--- src/rtl/mem_access_ctrl_if.sv ---
// mem_access_ctrl_if: SRAM-like data bus between the MEM-stage access
// controller (master) and the data memory (slave).
//
// Handshake: the master holds data_req and every request field stable
// until the slave answers with data_addr_ok. data_data_ok then
// completes the transaction, either in the same cycle or in a later one.
// data_rdata is valid only in a cycle where data_data_ok is high. At most
// one transaction is outstanding at any time.
interface mem_access_ctrl_if;
    logic        data_req;
    logic        data_wr;
    logic [1:0]  data_size;
    logic [31:0] data_addr;
    logic [31:0] data_wdata;
    logic [3:0]  data_wstrb;
    logic        data_addr_ok;
    logic        data_data_ok;
    logic [31:0] data_rdata;

    modport master (
        output data_req, data_wr, data_size, data_addr, data_wdata, data_wstrb,
        input  data_addr_ok, data_data_ok, data_rdata
    );

    modport slave (
        input  data_req, data_wr, data_size, data_addr, data_wdata, data_wstrb,
        output data_addr_ok, data_data_ok, data_rdata
    );
endinterface

--- src/rtl/mem_access_ctrl.sv ---
// mem_access_ctrl: MEM-stage data-memory access controller for the
// five-stage MIPS core. It issues one bus transaction per load/store,
// stalls the pipeline until the transaction completes and returns the raw
// read word.
//
// Build option: MEM_ALIGN_CHECK_EN
//   defined   - misaligned halfword/word accesses raise adelM/adesM and
//               no bus transaction is issued.
//   undefined - adelM/adesM stay 0 and misaligned addresses are
//               force-aligned before the transaction is issued.
module mem_access_ctrl (
    input  logic                      clk,
    input  logic                      resetn,
    input  logic                      memenM,
    input  logic                      memwriteM,
    input  logic [5:0]                opM,
    input  logic [31:0]               aluoutM,
    input  logic [31:0]               writedataM,
    input  logic                      flushM,
    output logic                      stallM,
    output logic [31:0]               readdataM,
    output logic                      adelM,
    output logic                      adesM,
    output logic [1:0]                dbg_state_o,
    mem_access_ctrl_if.master         bus
);

    // Standard MIPS I load/store opcodes.
    localparam logic [5:0] OP_LB  = 6'b100000;
    localparam logic [5:0] OP_LH  = 6'b100001;
    localparam logic [5:0] OP_LW  = 6'b100011;
    localparam logic [5:0] OP_LBU = 6'b100100;
    localparam logic [5:0] OP_LHU = 6'b100101;
    localparam logic [5:0] OP_SB  = 6'b101000;
    localparam logic [5:0] OP_SH  = 6'b101001;
    localparam logic [5:0] OP_SW  = 6'b101011;

    typedef enum logic [1:0] {
        ST_IDLE = 2'd0,
        ST_ADDR = 2'd1,
        ST_DATA = 2'd2,
        ST_DONE = 2'd3
    } state_t;

    state_t      state_q;
    logic        wr_q;
    logic [1:0]  size_q;
    logic [31:0] addr_q;
    logic [31:0] wdata_q;
    logic [3:0]  wstrb_q;
    logic [31:0] readdata_q;

    logic [1:0]  size_d;
    logic [31:0] addr_d;
    logic [31:0] wdata_d;
    logic [3:0]  wstrb_d;
    logic        misalign;
    logic        addr_err;
    logic        in_idle_req;
    logic        issue;

    // Decode size, aligned address, strobes and replicated write data from the MEM-stage instruction.
    always_comb begin
        size_d = 2'd2;
        case (opM)
            OP_LB, OP_LBU, OP_SB: size_d = 2'd0;
            OP_LH, OP_LHU, OP_SH: size_d = 2'd1;
            OP_LW, OP_SW:         size_d = 2'd2;
            default:              size_d = 2'd2; // unknown opcodes act as word accesses
        endcase

        misalign = ((size_d == 2'd1) && aluoutM[0]) ||
                   ((size_d == 2'd2) && (aluoutM[1:0] != 2'b00));

        // Only reachable for a misaligned address when the check is compiled out.
        addr_d = aluoutM;
        if (size_d == 2'd1) begin
            addr_d[0] = 1'b0;
        end else if (size_d == 2'd2) begin
            addr_d[1:0] = 2'b00;
        end

        wstrb_d = 4'b0000;
        if (memwriteM) begin
            case (size_d)
                2'd0:    wstrb_d = 4'b0001 << addr_d[1:0];
                2'd1:    wstrb_d = addr_d[1] ? 4'b1100 : 4'b0011;
                default: wstrb_d = 4'b1111;
            endcase
        end

        case (size_d)
            2'd0:    wdata_d = {4{writedataM[7:0]}};
            2'd1:    wdata_d = {2{writedataM[15:0]}};
            default: wdata_d = writedataM;
        endcase
    end

`ifdef MEM_ALIGN_CHECK_EN
    assign addr_err = misalign;
`else
    assign addr_err = 1'b0;
`endif

    // A live, unflushed memory instruction waiting in IDLE.
    assign in_idle_req = (state_q == ST_IDLE) && memenM && !flushM;
    assign issue       = in_idle_req && !addr_err;

    assign adelM  = in_idle_req && addr_err && !memwriteM;
    assign adesM  = in_idle_req && addr_err &&  memwriteM;
    assign stallM = issue || (state_q == ST_ADDR) || (state_q == ST_DATA);

    assign readdataM   = readdata_q;
    assign dbg_state_o = state_q;

    // The request is only driven in ADDR; all fields come from the latched registers so they cannot move while data_req=1.
    assign bus.data_req   = (state_q == ST_ADDR);
    assign bus.data_wr    = wr_q;
    assign bus.data_size  = size_q;
    assign bus.data_addr  = addr_q;
    assign bus.data_wdata = wdata_q;
    assign bus.data_wstrb = wstrb_q;

    // Transaction FSM: latch the request in IDLE, hold it through ADDR, wait out DATA, release the pipeline in DONE.
    always_ff @(posedge clk) begin
        if (!resetn) begin
            state_q    <= ST_IDLE;
            wr_q       <= 1'b0;
            size_q     <= 2'd0;
            addr_q     <= 32'd0;
            wdata_q    <= 32'd0;
            wstrb_q    <= 4'd0;
            readdata_q <= 32'd0;
        end else begin
            case (state_q)
                ST_IDLE: begin
                    if (issue) begin
                        wr_q    <= memwriteM;
                        size_q  <= size_d;
                        addr_q  <= addr_d;
                        wdata_q <= wdata_d;
                        wstrb_q <= wstrb_d;
                        state_q <= ST_ADDR;
                    end
                end
                ST_ADDR: begin
                    if (bus.data_addr_ok && bus.data_data_ok) begin
                        if (!wr_q) begin
                            readdata_q <= bus.data_rdata;
                        end
                        state_q <= ST_DONE;
                    end else if (bus.data_addr_ok) begin
                        state_q <= ST_DATA;
                    end else if (flushM) begin
                        // Slave never saw the address, so the request can be dropped.
                        state_q <= ST_IDLE;
                    end
                end
                ST_DATA: begin
                    // Committed transaction: a flush cannot cancel it.
                    if (bus.data_data_ok) begin
                        if (!wr_q) begin
                            readdata_q <= bus.data_rdata;
                        end
                        state_q <= ST_DONE;
                    end
                end
                ST_DONE: begin
                    state_q <= ST_IDLE;
                end
                default: begin
                    state_q <= ST_IDLE;
                end
            endcase
        end
    end

endmodule

--- src/flat_wrapper.sv ---
// flat-port wrapper written by rule: the top's interface ports become plain ports
module mem_access_ctrl_flat 
  (clk, resetn, memenM, memwriteM, opM, aluoutM, writedataM, flushM, stallM, readdataM, adelM, adesM, dbg_state_o, bus_data_req, bus_data_wr, bus_data_size, bus_data_addr, bus_data_wdata, bus_data_wstrb, bus_data_addr_ok, bus_data_data_ok, bus_data_rdata);
  mem_access_ctrl_if bus_i ();
  input  logic clk;
  input  logic resetn;
  input  logic memenM;
  input  logic memwriteM;
  input  logic [5:0] opM;
  input  logic [31:0] aluoutM;
  input  logic [31:0] writedataM;
  input  logic flushM;
  output logic stallM;
  output logic [31:0] readdataM;
  output logic adelM;
  output logic adesM;
  output logic [1:0] dbg_state_o;
  output wire logic [$bits(bus_i.data_req)-1:0] bus_data_req;
  output wire logic [$bits(bus_i.data_wr)-1:0] bus_data_wr;
  output wire logic [$bits(bus_i.data_size)-1:0] bus_data_size;
  output wire logic [$bits(bus_i.data_addr)-1:0] bus_data_addr;
  output wire logic [$bits(bus_i.data_wdata)-1:0] bus_data_wdata;
  output wire logic [$bits(bus_i.data_wstrb)-1:0] bus_data_wstrb;
  input wire logic [$bits(bus_i.data_addr_ok)-1:0] bus_data_addr_ok;
  input wire logic [$bits(bus_i.data_data_ok)-1:0] bus_data_data_ok;
  input wire logic [$bits(bus_i.data_rdata)-1:0] bus_data_rdata;
  assign bus_data_req = bus_i.data_req;
  assign bus_data_wr = bus_i.data_wr;
  assign bus_data_size = bus_i.data_size;
  assign bus_data_addr = bus_i.data_addr;
  assign bus_data_wdata = bus_i.data_wdata;
  assign bus_data_wstrb = bus_i.data_wstrb;
  assign bus_i.data_addr_ok = bus_data_addr_ok;
  assign bus_i.data_data_ok = bus_data_data_ok;
  assign bus_i.data_rdata = bus_data_rdata;
  mem_access_ctrl u_core (.clk(clk), .resetn(resetn), .memenM(memenM), .memwriteM(memwriteM), .opM(opM), .aluoutM(aluoutM), .writedataM(writedataM), .flushM(flushM), .stallM(stallM), .readdataM(readdataM), .adelM(adelM), .adesM(adesM), .dbg_state_o(dbg_state_o), .bus(bus_i));
endmodule
--- config.mk ---
export PLATFORM = sky130hd
export DESIGN_NAME = mem_access_ctrl_flat
export DESIGN_NICKNAME = d
export VERILOG_FILES = /design/src/rtl/mem_access_ctrl_if.sv /design/src/rtl/mem_access_ctrl.sv /design/src/flat_wrapper.sv
export SDC_FILE = /design/constraint.sdc
export NUM_CORES = 1
export LEC_CHECK = 0
export ABC_CLOCK_PERIOD_IN_PS = 3530
export BUFFER_PORTS_ARGS = -buffer_cell sky130_fd_sc_hd__buf_2
export CORE_MARGIN = 2
export CORE_UTILIZATION = 49
export DETAILED_ROUTE_END_ITERATION = 8
export PLACE_DENSITY = 0.84
export SYNTH_ARGS = -nofsm -noshare
export SYNTH_HDL_FRONTEND = slang
export SYNTH_SLANG_ARGS = --single-unit
--- constraint.sdc ---
create_clock -name clk -period 3.53 [get_ports clk]
set_input_delay 0.1765 -clock clk [delete_from_list [all_inputs] [get_ports clk]]
set_output_delay 0.1765 -clock clk [all_outputs]
set_load 0.02 [all_outputs]
After elaboration in Yosys (flattened, before gate mapping)
Index checks and enable logic that the tools add are counted.
- logic and storage cells: 55
- bits in registers: 105
- equal/unequal tests: 15
- reduce and logical (&&, ||, !) cells: 14
- multiplexer cells: 18
- shifts and indexed selects: 1
- operator list (operator ; count):
    32-bit one-hot mux with 2 select lines ; 2
    32-bit 2-to-1 mux ; 3
    6-bit equality test, second input constant ; 6
    2-bit 2-to-1 mux ; 6
    4-bit 2-to-1 mux ; 2
    2-bit one-hot mux with 4 select lines ; 1
    4-bit one-hot mux with 2 select lines ; 1
    2-bit equality test, second input constant ; 3
    3-bit AND reduction ; 2
    3-bit OR reduction ; 2
    2-bit by 1-bit equality test with 1-bit output, second input constant ; 2
    2-bit zero test ; 2
    2-bit by 1-bit inequality test with 1-bit output, second input constant ; 2
    4-bit by 2-bit inequality test with 1-bit output, second input constant ; 1
    2-bit one-hot mux with 2 select lines ; 1
    1-bit by 2-bit left shift with 4-bit output, first input constant ; 1
    1-bit logical AND ; 3
    1-bit logical OR ; 2
    1-bit 2-to-1 mux ; 2
    2-bit inequality test, second input constant ; 1
    2-bit AND reduction ; 1
    2-bit nonzero test ; 1
    1-bit zero test ; 1

Logic depth before layout (Yosys ltp)
Gate-level depths: netlist of run 1.
- depth after elaboration: 9
- gate-level depth with buffers: 5
- depth with buffers taken out: 3

Worst setup path before layout of run 1
No wires, ideal clock.
- path type: register to register
- start point: register with a tool-made name
- end point: register u_core.wstrb_q[1] (netlist: u_core.bus.data_wstrb[1])
- data required time: 3413 ps
- arrival time: 1479 ps
- stages on the path, launching flop included: 5
- path slack: 1933 ps
- setup time: 117 ps
- path through: dfxtp_1 -> or4b_1 -> buf_2 -> buf_6 -> a32o_1
- RTL lines (what ; line ; RTL):
    to (signal assigned) ; mem_access_ctrl.sv:142 ; wstrb_q <= wstrb_d;
    to (decl) ; mem_access_ctrl.sv:50 ; logic [3:0] wstrb_q;

==> impl_metrics.toml, run 1 <==
[run_status]
status = "finished, final reports clean"

[clocking]
clkLatencyLatePin_ns = 0.35
cts_hold_buf = 0
clk_pin_slew_ns = 0.11
cts_tree = "yes"
cts_max_level = 3
cts_setup_buffers = 0
clock-sinks = 105
cts_root_buffer = "clkbuf_8"
ctsLongestPathBuffers = 2
cts_resized = 0
cts_buffers = 9

[yosys]
synth_cell_types = 34
ys_ff_latch = 105
yosysSeqAreaShare_pct = 48.7
yosys-top-cells-area = "dfxtp_1, nand2_1, mux2i_1, a21oi_1, o211ai_1"
syn_area_um2 = 4320
synth_cells = 509
syn_avg_cell_area_um2 = 8.49
yosys.area.top_type = "dfxtp_1"
yosysWarnings = 0
synth_top_area_share_pct = 48.7

[finish]
nFillCells = 784
nets = 801
area_delta_synth_final_pct = 28.5
postLayoutCellArea_um2 = 5550
fin_cells = 804
drive_gt1_share_pct = 35.8
diodes = 0
layout_commonest_cell = "buf_2"
mostFrequentLayoutCells = "buf_2, nand2_1, dfxtp_1"

[place]
place_area_um2 = 5380
dp.cells = 789
io_buffers = 215
pre_cts_ws_ns = 1.25
place_hpwl_mm = 8.85
gp_congestion = 0.826

[drt]
met1_length_mm = 5.10
ant_nets = 0
met2WireLength_mm = 5.89
drt-total-wl_mm = 12.4
wl_met3_mm = 1.19
wl_per_cell_um = 15.5
vias_per_cell = 5.48
first_pass_iters = 4
top_layer_used = "met4"
num_vias = 4406
drt_iter0_markers = 190
drc = 0

[global_route]
first_global_vias = 4136
grt.total_usage_pct = 24.9
grt.overflow.total = 0
grt_max_degree = 69
antenna_found_initial = 0
grt_pass1_wl_mm = 19.7

[die]
num_rows = 34
die_h_um = 97.9
coreArea_um2 = 8640
die_w_um = 97.9
num_io_pins = 218
initial_core_util_pct = 50.0
dieArea_um2 = 9580

[timing]
fin_skew_ns = 0.0156
finalSetupViolCount = 0
fmax_mhz = 428
min_period_over_period_pct = 66.2
rsz0062_at_grt = "no"
relSlewSlack_pct = 25.9
finalCriticalPeriod_ns = 2.34
slew_violations = 0
fin_ws_ns = 1.19
hold_viol = 0
fin_tns_setup_ns = 0
worst_pin_slew_ns = 1.11

[critical_path]
worstPathMaxFanout = 36
crit_path_max_incr_delay_ns = 1.10
crit_slowest_cell = "or4b_2"
cp_cell_sequence = "or4b_2 -> buf_4 -> a32o_1"
arrival_ns = 2.57
cp-end-kind = "register"
startpoint_type = "register"
reg2regPathDepth = 3
ff2ff_setup_slack_ns = 1.19
r2r-end = "u_core.bus.data_wstrb[2]"
cp.required_ns = 3.77
path_class = "reg2reg"

[pwr]
p_leak_nw = 2.47
ir_drop_v = 0.000252
power.density_nw_per_um2 = 431

[run]
cap_violations = 0

[worst_hold_path]
hold_class = "in2reg"
min_to = "u_core.bus.data_addr[26]"
min_from = "aluoutM[26]"
hold_depth = 3
-- layer usage --
layer	vias to the layer above	track usage (%)
met5	-	0
met4	0	8.44
met3	22	7.87
met2	218	42.2
met1	2033	29.9
li1	2133	-
-- cells by family (layout without fill, tap and decap cells) --
group	Yosys count	after routing	share of synthesized area [%]
simple gates	200	200	20.0
compound gates	111	111	16.4
flops	105	105	48.7
buf+inv	52	238	5.30
mux	40	40	9.50
other cells	1	2	0.0868
-- worst max-delay path, delay by kind of cell, from the launching register on --
kind                   cells  cell delay [ns]
flip-flops                 1             0.44
buffers and inverters      1             0.38
AO/OA/AOI/OAI              1             0.29
AND/OR/NAND/NOR            1             1.10
-- power by group --
group / internal [W] / leakage (nW) / switching, W
sequential: 0.00125 / 0.855 / 0.0000360
combinational: 0.000160 / 1.53 / 0.000281
clock: 0.000262 / 0.0875 / 0.000407
total: 0.00167 / 2.47 / 0.000724
-- state kept, by name, indices dropped and copies added (netlist names), named ones only --
signal	count
u_core.bus.data_size	2
u_core.dbg_state_o	1
u_core.bus.data_wr	1
u_core.bus.data_wdata	32
u_core.bus.data_addr	32
u_core.bus.data_wstrb	4
u_core.readdataM	32
-- per-stage QoR --
step           utilization, %  hold WS [ns]  power (W)
2_1_floorplan               -         0.312    0.00158
3_3_place_gp             62.3         0.417    0.00174
3_5_place_dp             62.3         0.422    0.00175
4_1_cts                  64.3        0.0324    0.00241
5_1_grt                  64.3        0.0362    0.00250
6_report                 64.3        0.0497    0.00239
-- area by class of cell --
| class | instances | area [um2] | share of cell area, % |
|---|---|---|---|
| clock inverters | 5 | 40.0 | 0.722 |
| well taps | 108 | 135 | 2.44 |
| repair buffers | 221 | 1120 | 20.2 |
| multi-input cells | 353 | 2010 | 36.3 |
| inverters | 2 | 7.51 | 0.135 |
| clock buffers | 10 | 128 | 2.30 |
| flip-flops and latches | 105 | 2100 | 37.9 |
-- worst max path at each step --
stage,depth (start not counted),start,to
after floorplan,4,register,u_core.bus.data_wstrb[1]
after global placement,3,register,u_core.bus.data_wstrb[0]
after CTS,3,register,u_core.bus.data_wstrb[2]
after detailed placement,3,register,u_core.bus.data_wstrb[2]
after global routing,4,register,u_core.bus.data_wdata[9]
final,3,register,u_core.bus.data_wstrb[2]
-- synth_stat cells, drive strengths merged --
| cell type | n |
|---|---|
| nand2 | 146 |
| dfxtp | 105 |
| a21oi | 45 |
| mux2i | 32 |
| clkbuf | 29 |
| nand3 | 24 |
| buf | 21 |
| o211ai | 20 |
| o2111ai | 16 |
| o21ai | 16 |
| nand4 | 11 |
| a31oi | 8 |
| mux2 | 8 |
| nor2b | 6 |
| a32o | 4 |
| nand2b | 2 |
| nor2 | 2 |
| nor3 | 2 |
| a311oi | 1 |
| and2 | 1 |
| and3 | 1 |
| clkinv | 1 |
| conb | 1 |
| inv | 1 |
| nand3b | 1 |
| nor3b | 1 |
| nor4b | 1 |
| o32a | 1 |
| or3b | 1 |
| or4b | 1 |
Note: power is estimated with default switching activity, not from simulation.
==> run 2, diff against run 1 <==
--- a/config.mk
+++ b/config.mk
@@ -5,12 +5,12 @@
 export SDC_FILE = /design/constraint.sdc
 export NUM_CORES = 1
 export LEC_CHECK = 0
-export ABC_CLOCK_PERIOD_IN_PS = 3530
+export ABC_CLOCK_PERIOD_IN_PS = 1900
 export BUFFER_PORTS_ARGS = -buffer_cell sky130_fd_sc_hd__buf_2
 export CORE_MARGIN = 2
-export CORE_UTILIZATION = 49
+export CORE_UTILIZATION = 41
 export DETAILED_ROUTE_END_ITERATION = 8
-export PLACE_DENSITY = 0.84
+export PLACE_DENSITY = 0.75
 export SYNTH_ARGS = -nofsm -noshare
 export SYNTH_HDL_FRONTEND = slang
 export SYNTH_SLANG_ARGS = --single-unit
==> constraint.sdc (replaced) <==
create_clock -name clk -period 1.9 [get_ports clk]
set_input_delay 0.095 -clock clk [delete_from_list [all_inputs] [get_ports clk]]
set_output_delay 0.095 -clock clk [all_outputs]
set_load 0.02 [all_outputs]
==> run 2 against run 1 <==
Compared with the run above:
- combinational power grew 120%
- total power rose by 93%
- first-iteration DRC count up 120%
- design area up 14%
- largest cell class unchanged
==> impl_metrics.toml, run 2 (synthesis gave the netlist of run 1 again) <==
[run_status]
status = "finished, final reports clean"

[die]
coreArea_um2 = 10300
die_h_um = 107
initial_core_util_pct = 42.0
dieArea_um2 = 11400
num_io_pins = 218
die_w_um = 107
num_rows = 37

[clocking]
cts_tree = "yes"
ctsLongestPathBuffers = 2
cts_buffers = 9
cts_setup_buffers = 0
clk_pin_slew_ns = 0.09
clkLatencyLatePin_ns = 0.35
clock-sinks = 105
cts_resized = 0
cts_root_buffer = "clkbuf_8"
cts_max_level = 3

[timing]
min_period_over_period_pct = 87.9
hold_viol = 0
whs_ns = 0.0151
fin_tns_setup_ns = 0
fmax_mhz = 599
finalSetupViolCount = 0
fin_skew_ns = 0.00509
finalCriticalPeriod_ns = 1.67
slew_violations = 0
rsz0062_at_grt = "no"
worst_pin_slew_ns = 0.628
relSlewSlack_pct = 58.1

[run]
cap_violations = 0

[place]
place_hpwl_mm = 9.29
gp_congestion = 0.801
io_buffers = 215
dp.cells = 824
place_area_um2 = 5520

[finish]
nets = 872
area_delta_synth_final_pct = 46.8
mostFrequentLayoutCells = "buf_2, nand2_1, dfxtp_1"
layout_commonest_cell = "buf_2"
postLayoutCellArea_um2 = 6340
nFillCells = 840
drive_gt1_share_pct = 33.5
fin_cells = 903
diodes = 0

[critical_path]
ff2ff_setup_slack_ns = 0.23
r2r-end = "u_core.bus.data_wstrb[3]"
arrival_ns = 1.92
reg2regPathDepth = 3
worstPathMaxFanout = 62
path_class = "reg2reg"
cp.required_ns = 2.15
cp-end-kind = "register"
startpoint_type = "register"

[drt]
drt_iter0_markers = 426
wl_per_cell_um = 15.8
met1_length_mm = 5.99
drt-total-wl_mm = 14.3
num_vias = 4695
first_pass_iters = 5
wl_met3_mm = 1.29
met2WireLength_mm = 6.77
ant_nets = 0
drc = 0
top_layer_used = "met4"
vias_per_cell = 5.20

[global_route]
antenna_found_initial = 0
grt_max_degree = 63
first_global_vias = 4544
grt.overflow.total = 0
grt_pass1_wl_mm = 22.5
grt.total_usage_pct = 24.5

[pwr]
p_leak_nw = 2.80
power.density_nw_per_um2 = 730
ir_drop_v = 0.000396

[worst_hold_path]
hold_class = "in2reg"
min_to = "u_core.bus.data_wdata[7]"
min_from = "writedataM[7]"
hold_depth = 3
[run 2: cell count changes in the layout (fill, tap and decap cells not counted), moves of 2 or more]
cell	before	now
buf_4	7	10
clkinv_2	1	3
clkbuf_8	9	12
dlygate4sd3_1	0	64
inv_6	3	0
buf_12	0	4
[run 2: how the worst max path moves through the flow]
stage,slack [ns],to,cells past startpoint,startpoint
3_5_place_dp,0.25,u_core.bus.data_wstrb[3],3,register
4_1_cts,0.23,u_core.bus.data_wstrb[3],3,register
6_report,0.23,u_core.bus.data_wstrb[3],3,register
2_1_floorplan,0.30,u_core.bus.data_wstrb[1],4,register
3_3_place_gp,0.27,u_core.bus.data_wstrb[2],3,register
5_1_grt,0.10,u_core.bus.data_wdata[19],5,register
[run 2: through the flow]
step,utilization (%),power (W),setup WS (ns)
after floorplan,-,0.00293,0.303
after global placement,53.7,0.00326,0.270
after detailed placement,53.7,0.00328,0.247
after CTS,61.7,0.00466,0.229
after global routing,61.7,0.00485,0.103
final,61.7,0.00463,0.230
[run 2: critical path, stage by stage (launching register included)]
cell and delay [ns]:
dfxtp_1 0.32, or4b_2 0.71, buf_12 0.23, a32o_1 0.29
[run 2: cell type report]
type | instances | area (um2) | area share [%]
flip-flops and latches | 105 | 2100 | 33.2
multi-input cells | 353 | 2010 | 31.8
repair buffers | 292 | 1870 | 29.4
well taps | 136 | 170 | 2.68
clock buffers | 12 | 165 | 2.61
clock inverters | 3 | 15.0 | 0.237
inverters | 2 | 7.51 | 0.118
[run 2: per-layer routing]
layer	GRT usage, %	vias up
met1	31.1	2174
met4	7.61	0
met5	0	-
met3	5.90	14
met2	41.3	235
li1	-	2272
[run 2: power by group]
group          total [W]  internal, W  switching, W
clock network    0.00128     0.000572      0.000706
registers        0.00238      0.00232     0.0000598
logic           0.000975     0.000409      0.000566
[run 2: what timing repair did]
action                                  in CTS  in global routing
endpoints found under the setup margin       0                  0
endpoints found under the hold margin       64                  0
hold buffers                                64                  0
==> run 3, diff against run 2 <==
--- a/config.mk
+++ b/config.mk
@@ -10,7 +10,7 @@
 export CORE_MARGIN = 2
 export CORE_UTILIZATION = 41
 export DETAILED_ROUTE_END_ITERATION = 8
-export PLACE_DENSITY = 0.75
+export PLACE_DENSITY_LB_ADDON = 0.08
 export SYNTH_ARGS = -nofsm -noshare
 export SYNTH_HDL_FRONTEND = slang
 export SYNTH_SLANG_ARGS = --single-unit
==> run 3 against run 2 <==
Compared with the run above:
- clock skew about the same
- worst setup slack got worse by 0.035 ns
- sequential power about the same
- wire length is 0.84% higher
- core utilization grew 1.1 points
- count of clock-buffer cells in the layout decreased by 3
- sequential share of layout area is 0.60 points lower
- cell count increased by 1.9%
- first-iteration DRC count shrank 28%
- critical endpoint is now u_core.bus.data_wdata[26]
- highest routed layer unchanged
==> impl_metrics.toml, run 3 (synthesis gave the netlist of run 1 again) <==
[finish]
nFillCells = 936
layout_commonest_cell = "buf_2"
postLayoutCoreUtil_pct = 62.8
diodes = 0
mostFrequentLayoutCells = "buf_2, nand2_1, dfxtp_1"
nets = 888
postLayoutCellArea_um2 = 6460
area.sequential_um2 = 2100
multi_input_area_um2 = 2010
drive_gt1_share_pct = 33.3
area_delta_synth_final_pct = 49.5

[timing]
whs_ns = 0.0279
hold_viol = 0
rsz0062_at_grt = "no"
slew_violations = 0
fmax_mhz = 587
fin_skew_ns = 0.00512
min_period_over_period_pct = 89.7
worst_pin_slew_ns = 0.888
finalSetupViolCount = 0
fin_tns_setup_ns = 0
relSlewSlack_pct = 40.8
finalCriticalPeriod_ns = 1.70

[pwr]
p_seq_share_pct = 51.5
power.density_nw_per_um2 = 716
p_leak_nw = 2.84
comb_power_share_pct = 21.3
ir_drop_v = 0.000407
netSwitchingPower_w = 0.00141
p_int_w = 0.00322
power_w = 0.00462
power_switching_share_pct = 30.4
pwr-share-clk_pct = 27.2

[global_route]
grt_max_degree = 59
grt.overflow.total = 0
first_global_vias = 4683
grt_pass1_wl_mm = 22.9
antenna_found_initial = 0
grt.total_usage_pct = 25.0

[place]
place_hpwl_mm = 9.41
io_buffers = 215
gp_congestion = 0.817
place_area_um2 = 5520

[die]
die_h_um = 107
dieArea_um2 = 11400
num_io_pins = 218
initial_core_util_pct = 42.0
die_w_um = 107
coreArea_um2 = 10300
num_rows = 37

[clocking]
cts_tree = "yes"
clkLatencyLatePin_ns = 0.37
clock-sinks = 105
cts_buffers = 9
ctsLongestPathBuffers = 2
cts_root_buffer = "clkbuf_8"
cts_max_level = 3
clk_pin_slew_ns = 0.10

[drt]
drc = 0
drt-total-wl_mm = 14.4
wl_per_cell_um = 15.6
first_pass_iters = 5
ant_nets = 0
num_vias = 4727
vias_per_cell = 5.14
drt_iter0_markers = 308

[run_status]
status = "finished, final reports clean"

[critical_path]
path_class = "reg2reg"
worstPathMaxFanout = 28
reg2regPathDepth = 4
cp.required_ns = 2.15
startpoint_type = "register"
arrival_ns = 1.95
cp-end-kind = "register"

[run]
cap_violations = 0

[worst_hold_path]
hold_class = "in2reg"
hold_depth = 3
## run 3: cell count changes in the layout (fill, tap and decap cells not counted), sizes merged
| cell | previous run | this run |
|---|---|---|
| clkbuf | 12 | 9 |
| inv | 2 | 3 |
| dlygate4sd3 | 64 | 77 |
| buf | 228 | 231 |
| clkinvlp | 0 | 3 |
## run 3: stage by stage
stage / worst slack (ns) / cells
3_5_place_dp: 0.189 / 827
3_3_place_gp: 0.257 / 827
6_report: 0.195 / 920
5_1_grt: 0.0679 / 920
4_1_cts: 0.182 / 920
2_1_floorplan: 0.303 / 510
## run 3: critical path: stages, from the launching register on
cell	delay [ns]
dfxtp_1	0.40
or4b_2	0.69
buf_4	0.26
nand3_1	0.13
o211ai_1	0.09
## run 3: final timing paths
check	slack, ns	end	start
setup / recovery	0.20	u_core.bus.data_wdata[26]	u_core.dbg_state_o[0]
hold / removal	0.03	u_core.bus.data_wdata[1]	writedataM[1]
setup reg to reg	0.20	u_core.bus.data_wdata[26]	u_core.dbg_state_o[0]
hold reg to reg	0.46	u_core.bus.data_addr[22]	u_core.bus.data_addr[22]
## run 3: per-layer routing
layer | track usage (%) | vias to the layer above | part of all wire [%]
li1 | - | 2303 | -
met5 | 0 | - | 0
met1 | 30.7 | 2175 | 41
met3 | 6.26 | 38 | 7.9
met2 | 41.4 | 211 | 48
met4 | 11.7 | 0 | 3.4
## run 3: cell type report
| type | count | share of cell area, % |
|---|---|---|
| clock buffers | 9 | 1.92 |
| clock inverters | 7 | 0.717 |
| inverters | 2 | 0.116 |
| multi-input cells | 353 | 31.2 |
| flip-flops and latches | 105 | 32.6 |
| well taps | 136 | 2.64 |
| repair buffers | 308 | 30.9 |
## run 3: timing repair
item | 4_1_cts | 5_1_grt
setup buffers | 0 | 0
hold buffers | 77 | 0
hold endpoints to repair | 76 | 0
gates resized for setup | 0 | 0
## run 3: power groups by stage
stage / sequential [W] / combinational [W] / clock [W]
after floorplan: 0.00257 / 0.000355 / 0
after CTS: 0.00238 / 0.000977 / 0.00131
after global routing: 0.00240 / 0.00107 / 0.00140
final: 0.00238 / 0.000985 / 0.00126
after detailed placement: 0.00243 / 0.000853 / 0
after global placement: 0.00243 / 0.000838 / 0
